`config.mk`:
```
export PLATFORM = sky130hd
export DESIGN_NAME = xbus_unibus_regs
export DESIGN_NICKNAME = d
export VERILOG_FILES = /design/src/rtl/xbus_unibus_pkg.sv /design/src/rtl/xbus_irq_ctl.sv /design/src/rtl/xbus_unibus_regs.sv
export SDC_FILE = /design/constraint.sdc
export NUM_CORES = 1
export LEC_CHECK = 0
export BUFFER_PORTS_ARGS = -buffer_cell sky130_fd_sc_hd__buf_2
export CAP_MARGIN = 20
export CORE_MARGIN = 2
export CORE_UTILIZATION = 50
export CTS_CLUSTER_SIZE = 40
export DETAILED_ROUTE_END_ITERATION = 6
export GPL_ROUTABILITY_DRIVEN = 1
export MAX_ROUTING_LAYER = met4
export PLACE_DENSITY = 0.82
export SYNTH_ARGS = -nofsm -noshare
export SYNTH_HDL_FRONTEND = slang
export SYNTH_SLANG_ARGS = --single-unit
```
`constraint.sdc`:
```
create_clock -name clk -period 6 [get_ports clk]
set_clock_uncertainty 0.05 [all_clocks]
set_input_delay 0.6 -clock clk [delete_from_list [all_inputs] [get_ports clk]]
set_output_delay 0.6 -clock clk [all_outputs]
set_load 0.02 [all_outputs]
```
`src/rtl/xbus_unibus_pkg.sv`:
```
// Shared constants and types for the Unibus I/O-page window slave on the Xbus.
package xbus_unibus_pkg;

  localparam int unsigned OFF_MODE  = 'o05;
  localparam int unsigned OFF_MODE2 = 'o20;
  localparam int unsigned OFF_SPY   = 'o10;
  localparam int unsigned OFF_PEND  = 'o12;
  localparam int unsigned OFF_ENAB  = 'o13;
  localparam int unsigned OFF_RAISE = 'o14;

  // promdisable fires when both set bits are 1 and the clear bit is 0
  localparam int unsigned PD_BIT_SET_A = 5;
  localparam int unsigned PD_BIT_SET_B = 2;
  localparam int unsigned PD_BIT_CLR   = 0;

  typedef enum logic [1:0] {
    ST_IDLE = 2'd0,
    ST_WAIT = 2'd1,
    ST_ACK  = 2'd2
  } state_t;

  function automatic logic prom_trigger(input logic [31:0] d);
    return d[PD_BIT_SET_A] & d[PD_BIT_SET_B] & ~d[PD_BIT_CLR];
  endfunction

endpackage

```
`src/rtl/xbus_irq_ctl.sv`:
```
// Interrupt channels: rising-edge capture into PEND, ENAB mask, registered interrupt.
module xbus_irq_ctl #(
  parameter int NUM_IRQ = 4
) (
  input  logic               clk,
  input  logic               reset_n,
  input  logic [NUM_IRQ-1:0] irq_in,
  input  logic [NUM_IRQ-1:0] pend_set,
  input  logic [NUM_IRQ-1:0] pend_clr,
  input  logic               enab_we,
  input  logic [NUM_IRQ-1:0] enab_wdata,
  output logic [NUM_IRQ-1:0] pend,
  output logic [NUM_IRQ-1:0] enab,
  output logic               interrupt
);

  logic [NUM_IRQ-1:0] irq_q;

  always_ff @(posedge clk) begin
    if (!reset_n) begin
      irq_q     <= '0;
      pend      <= '0;
      enab      <= '0;
      interrupt <= 1'b0;
    end else begin
      irq_q <= irq_in;
      // clear first, then OR in new sources so a coincident edge is not lost
      pend  <= (pend & ~pend_clr) | (irq_in & ~irq_q) | pend_set;
      if (enab_we)
        enab <= enab_wdata;
      interrupt <= |(pend & enab);
    end
  end

endmodule

```
`src/rtl/xbus_unibus_regs.sv`:
```
// Xbus slave for the Unibus I/O-page window: decode, ack-latency FSM, MODE/SPY regs, read mux.
//  state   | meaning
//  ST_IDLE | waiting for a decoded request; side effect / read load happens on leaving
//  ST_WAIT | counting down the remaining ack latency
//  ST_ACK  | ack held until the master drops req
module xbus_unibus_regs
  import xbus_unibus_pkg::*;
#(
  parameter logic [21:0] BASE_ADDR = 22'o17773000,
  parameter int          WIN_BITS  = 6,
  parameter int          ACK_DELAY = 2,
  parameter int          NUM_IRQ   = 4
) (
  input  logic               clk,
  input  logic               reset_n,
  input  logic [21:0]        addr,
  input  logic [31:0]        datain,
  input  logic               req,
  input  logic               write,
  output logic [31:0]        dataout,
  output logic               ack,
  output logic               decode,
  input  logic [NUM_IRQ-1:0] irq_in,
  output logic               interrupt,
  output logic               promdisable
);

  state_t             state;
  logic [3:0]         cnt;
  logic [15:0]        mode;
  logic [31:0]        spy;
  logic [31:0]        rd_data;
  logic [WIN_BITS-1:0] off;
  logic               hit_mode, hit_spy, hit_pend, hit_enab, hit_raise;
  logic               reg_we;
  logic [NUM_IRQ-1:0] pend, enab, pend_set, pend_clr;

  assign decode = req && (addr[21:WIN_BITS] == BASE_ADDR[21:WIN_BITS]);
  assign off    = addr[WIN_BITS-1:0];

  always_comb begin
    hit_mode  = (off == WIN_BITS'(OFF_MODE)) || (off == WIN_BITS'(OFF_MODE2));
    hit_spy   = (off == WIN_BITS'(OFF_SPY));
    hit_pend  = (off == WIN_BITS'(OFF_PEND));
    hit_enab  = (off == WIN_BITS'(OFF_ENAB));
    hit_raise = (off == WIN_BITS'(OFF_RAISE));
  end

  always_comb begin
    rd_data = '0;
    if (hit_mode)
      rd_data[15:0] = mode;
    else if (hit_spy)
      rd_data = spy;
    else if (hit_pend)
      rd_data[NUM_IRQ-1:0] = pend;
    else if (hit_enab)
      rd_data[NUM_IRQ-1:0] = enab;
  end

  // register side effects fire only on the IDLE edge that accepts the request
  assign reg_we   = (state == ST_IDLE) && decode && write;
  assign pend_set = (reg_we && hit_raise) ? datain[NUM_IRQ-1:0] : '0;
  assign pend_clr = (reg_we && hit_pend)  ? datain[NUM_IRQ-1:0] : '0;

  always_ff @(posedge clk) begin
    if (!reset_n) begin
      state       <= ST_IDLE;
      cnt         <= 4'd0;
      ack         <= 1'b0;
      dataout     <= '0;
      promdisable <= 1'b0;
      mode        <= '0;
      spy         <= '0;
    end else begin
      promdisable <= 1'b0;
      case (state)
        ST_IDLE: begin
          if (decode) begin
            if (write) begin
              if (hit_mode) begin
                mode        <= datain[15:0];
                promdisable <= prom_trigger(datain);
              end
              if (hit_spy)
                spy <= datain;
            end else begin
              dataout <= rd_data;
            end
            cnt <= 4'(ACK_DELAY - 1);
            if (ACK_DELAY == 1) begin
              state <= ST_ACK;
              ack   <= 1'b1;
            end else begin
              state <= ST_WAIT;
            end
          end
        end
        ST_WAIT: begin
          if (!req) begin
            state <= ST_IDLE;
          end else if (cnt == 4'd1) begin
            state <= ST_ACK;
            ack   <= 1'b1;
          end else begin
            cnt <= cnt - 4'd1;
          end
        end
        ST_ACK: begin
          if (!req) begin
            state <= ST_IDLE;
            ack   <= 1'b0;
          end
        end
        default: begin
          state <= ST_IDLE;
          ack   <= 1'b0;
        end
      endcase
    end
  end

  xbus_irq_ctl #(
    .NUM_IRQ(NUM_IRQ)
  ) u_irq (
    .clk       (clk),
    .reset_n   (reset_n),
    .irq_in    (irq_in),
    .pend_set  (pend_set),
    .pend_clr  (pend_clr),
    .enab_we   (reg_we && hit_enab),
    .enab_wdata(datain[NUM_IRQ-1:0]),
    .pend      (pend),
    .enab      (enab),
    .interrupt (interrupt)
  );

endmodule

```
==> key figures <==
Clock network
  • H-Tree Depth: 3
  • CTS Buf Count: 9
  • Worst-path clk slew: 0.10 ns
  • Clk buf depth: 2
  • Setup bufs post-CTS: 0
  • Sink Count: 101
  • Root buffer cell: clkbuf_8
  • CTS tree: done
  • Post-CTS resize count: 0
  • Clk_lat worst skew: 0.37 ns
  • Hold Buf Count CTS: 0

Yosys
  • #FFs+latches synth: 101
  • Top-count cell post-synth: dfxtp_1
  • Async SR Flop Fraction: 0
  • Yosys warnings: 0
  • Synth cell count leaders: dfxtp_1, a21oi_1, nand4_1
  • Post-Synthesis Cells: 529
  • Avg Cell Area, Syn: 8.60 sq um
  • Share of the synthesized area in the top cell type: 0.445
  • Number of synthesized flops with an enable pin: 0
  • Area of the mapped netlist: 4550 sq um
  • Synth cell types: 48
  • Post-Syn Nets: 593
  • Area leader, netlist: dfxtp_1
  • Largest cells by area after synthesis: dfxtp_1, nand4_1, a21oi_1, o21ai_0, mux2i_1
  • Sequential share of the synthesized area: 0.445
  • Main flop type after synthesis: dfxtp_1

STA
  • Worst slew pin tran: 1.10 ns
  • Fin Setup TNS: 0 ns
  • Post-route minimum period: 3.17 ns
  • Fmax: 316 MHz
  • RSZ-0062 raised after global routing: no
  • Final setup violating endpoints: 0
  • Max Transition Viols Final: 0
  • Final Cycle Share: 0.528
  • Slew margin rel.: 0.268
  • Hold Vio Cnt, Final: 0

Route
  • DR WL/cell: 17.6 microns
  • Post-route ant nets: 0
  • Drt pass-1 iters: 5
  • DRC Markers: 0
  • Total wire length: 12.4 mm
  • Vias per cell: 6.34
  • Vias: 4486
  • Initial DRC Count: 358

Outcome
  • Run status: finished, final reports clean

Global routing
  • GRT Total Usage: 0.251
  • Vias in the first global route: 4161
  • Initial antenna violation count: 0
  • Pin count of the biggest net entering global routing: 61
  • Gr ovfl total: 0
  • First-pass GRT wire length: 19.7 mm

Flow run
  • Max-cap check violation count: 0

Power and ir drop
  • Worst VDD drop: 0.111 mV
  • Leakage power: 2.04 nW
  • PwrDens: 227 nW/um^2
  • Tot Pwr: 0.00120 W

Floorplan
  • Num ports: 98
  • Die ar.: 9870 sq um
  • Core area: 8760 sq um
  • Die X: 99.4 microns
  • Die height: 99.4 microns
  • Row Count: 34
  • Initial Util: 0.519

Min path
  • HP Start: irq_in[1]
  • Class of the worst hold path: in -> reg

Cells and area
  • Layout cells sized above 1: 0.234
  • Area Growth Syn to Fin: 15.8%
  • NumNets Final: 659

Worst setup path
  • Reg-to-Reg Start: state[1]
  • Worst setup EP type: output pin
  • Req. time, crit path: 5.35 ns
  • Peak fanout along the critical path: 55
  • Arr. time, crit path: 2.52 ns
  • WS Path Type: in -> out
  • CP Launch Type: primary input
  • Critical Path Start: addr[7]

Place
  • IO buf count: 97
  • Detail Placement HPWL: 8.07 mm
  • Gp weighted congestion: 0.934
metrics by stage:
step	instance area, sq um	instances	util	hold slack, ns	setup WS [ns]
3_5_place_dp	5050	691	0.577	0.410	2.78
5_1_grt	5260	707	0.600	0.396	2.77
6_report	5260	708	0.601	0.389	2.83
4_1_cts	5260	706	0.600	0.391	2.83
2_1_floorplan	4550	529	-	0.388	3.01
3_3_place_gp	5020	689	0.573	0.395	2.84
power by group:
group | switching [W] | total [W] | internal, W
logic | 0.0000442 | 0.0000706 | 0.0000264
clock network | 0.000243 | 0.000450 | 0.000207
registers | 0.00000237 | 0.000676 | 0.000673
total | 0.000289 | 0.00120 | 0.000907
flip-flops by register name (all words and copies together) (netlist names):
register / cells
dataout: 32
spy: 32
mode: 16
cnt: 4
u_irq.enab: 4
u_irq.irq_q: 4
u_irq.pend: 4
state: 2
ack: 1
promdisable: 1
u_irq.interrupt: 1
cell usage in the layout, fill, tap and decap left out, drive strengths merged, types with 5 or more instances in the layout:
cell	synthesis	routed
nand3	9	9
nand2b	6	6
a21oi	67	67
and2	8	8
a31oi	5	5
nand2	39	39
and3	12	12
inv	7	10
buf	10	107
nor2	8	8
o21ai	48	48
mux2i	17	17
a211oi	18	18
dfxtp	101	101
clkbuf	42	10
a22oi	14	14
nand4	62	62
metal layers:
metal / vias up / global-route usage / part of all wire
met5: - / - / 0
met4: 0 / 0.0896 / 0.020
met3: 24 / 0.0323 / 0.076
met2: 206 / 0.390 / 0.47
met1: 2130 / 0.338 / 0.44
li1: 2126 / - / -
area by class of cell:
class | count | area (sq um)
clock buffers | 10 | 138
well taps | 108 | 135
fillers | 776 | 3500
clock inverters | 5 | 65.1
repair buffers | 107 | 578
diodes | 1 | 2.50
inverters | 7 | 26.3
multi-input cells | 369 | 2300
flip-flops and latches | 101 | 2020
critical path: stages:
cell and delay (ns):
buf_2 0.09, or4b_1 0.65, or4_4 0.84, nor2_1 0.16, buf_2 0.18
logic make-up after synthesis:
kind of cell | count (synthesis) | share of synthesized area
buf+inv | 59 | 0.0537
fa+ha+maj | 2 | 0.00550
flops | 101 | 0.445
mux | 21 | 0.0473
simple gates | 173 | 0.222
compound gates | 171 | 0.223
xor+xnor | 2 | 0.00385
worst paths after layout:
check,endpoint,slack (ns),depth (start not counted)
setup / recovery,decode,2.83,5
setup reg to reg,dataout[14],3.63,4
hold / removal,u_irq.irq_q[1],0.39,2
hold reg to reg,mode[10],0.42,2
No activity file was read; power rests on OpenSTA's default activity.
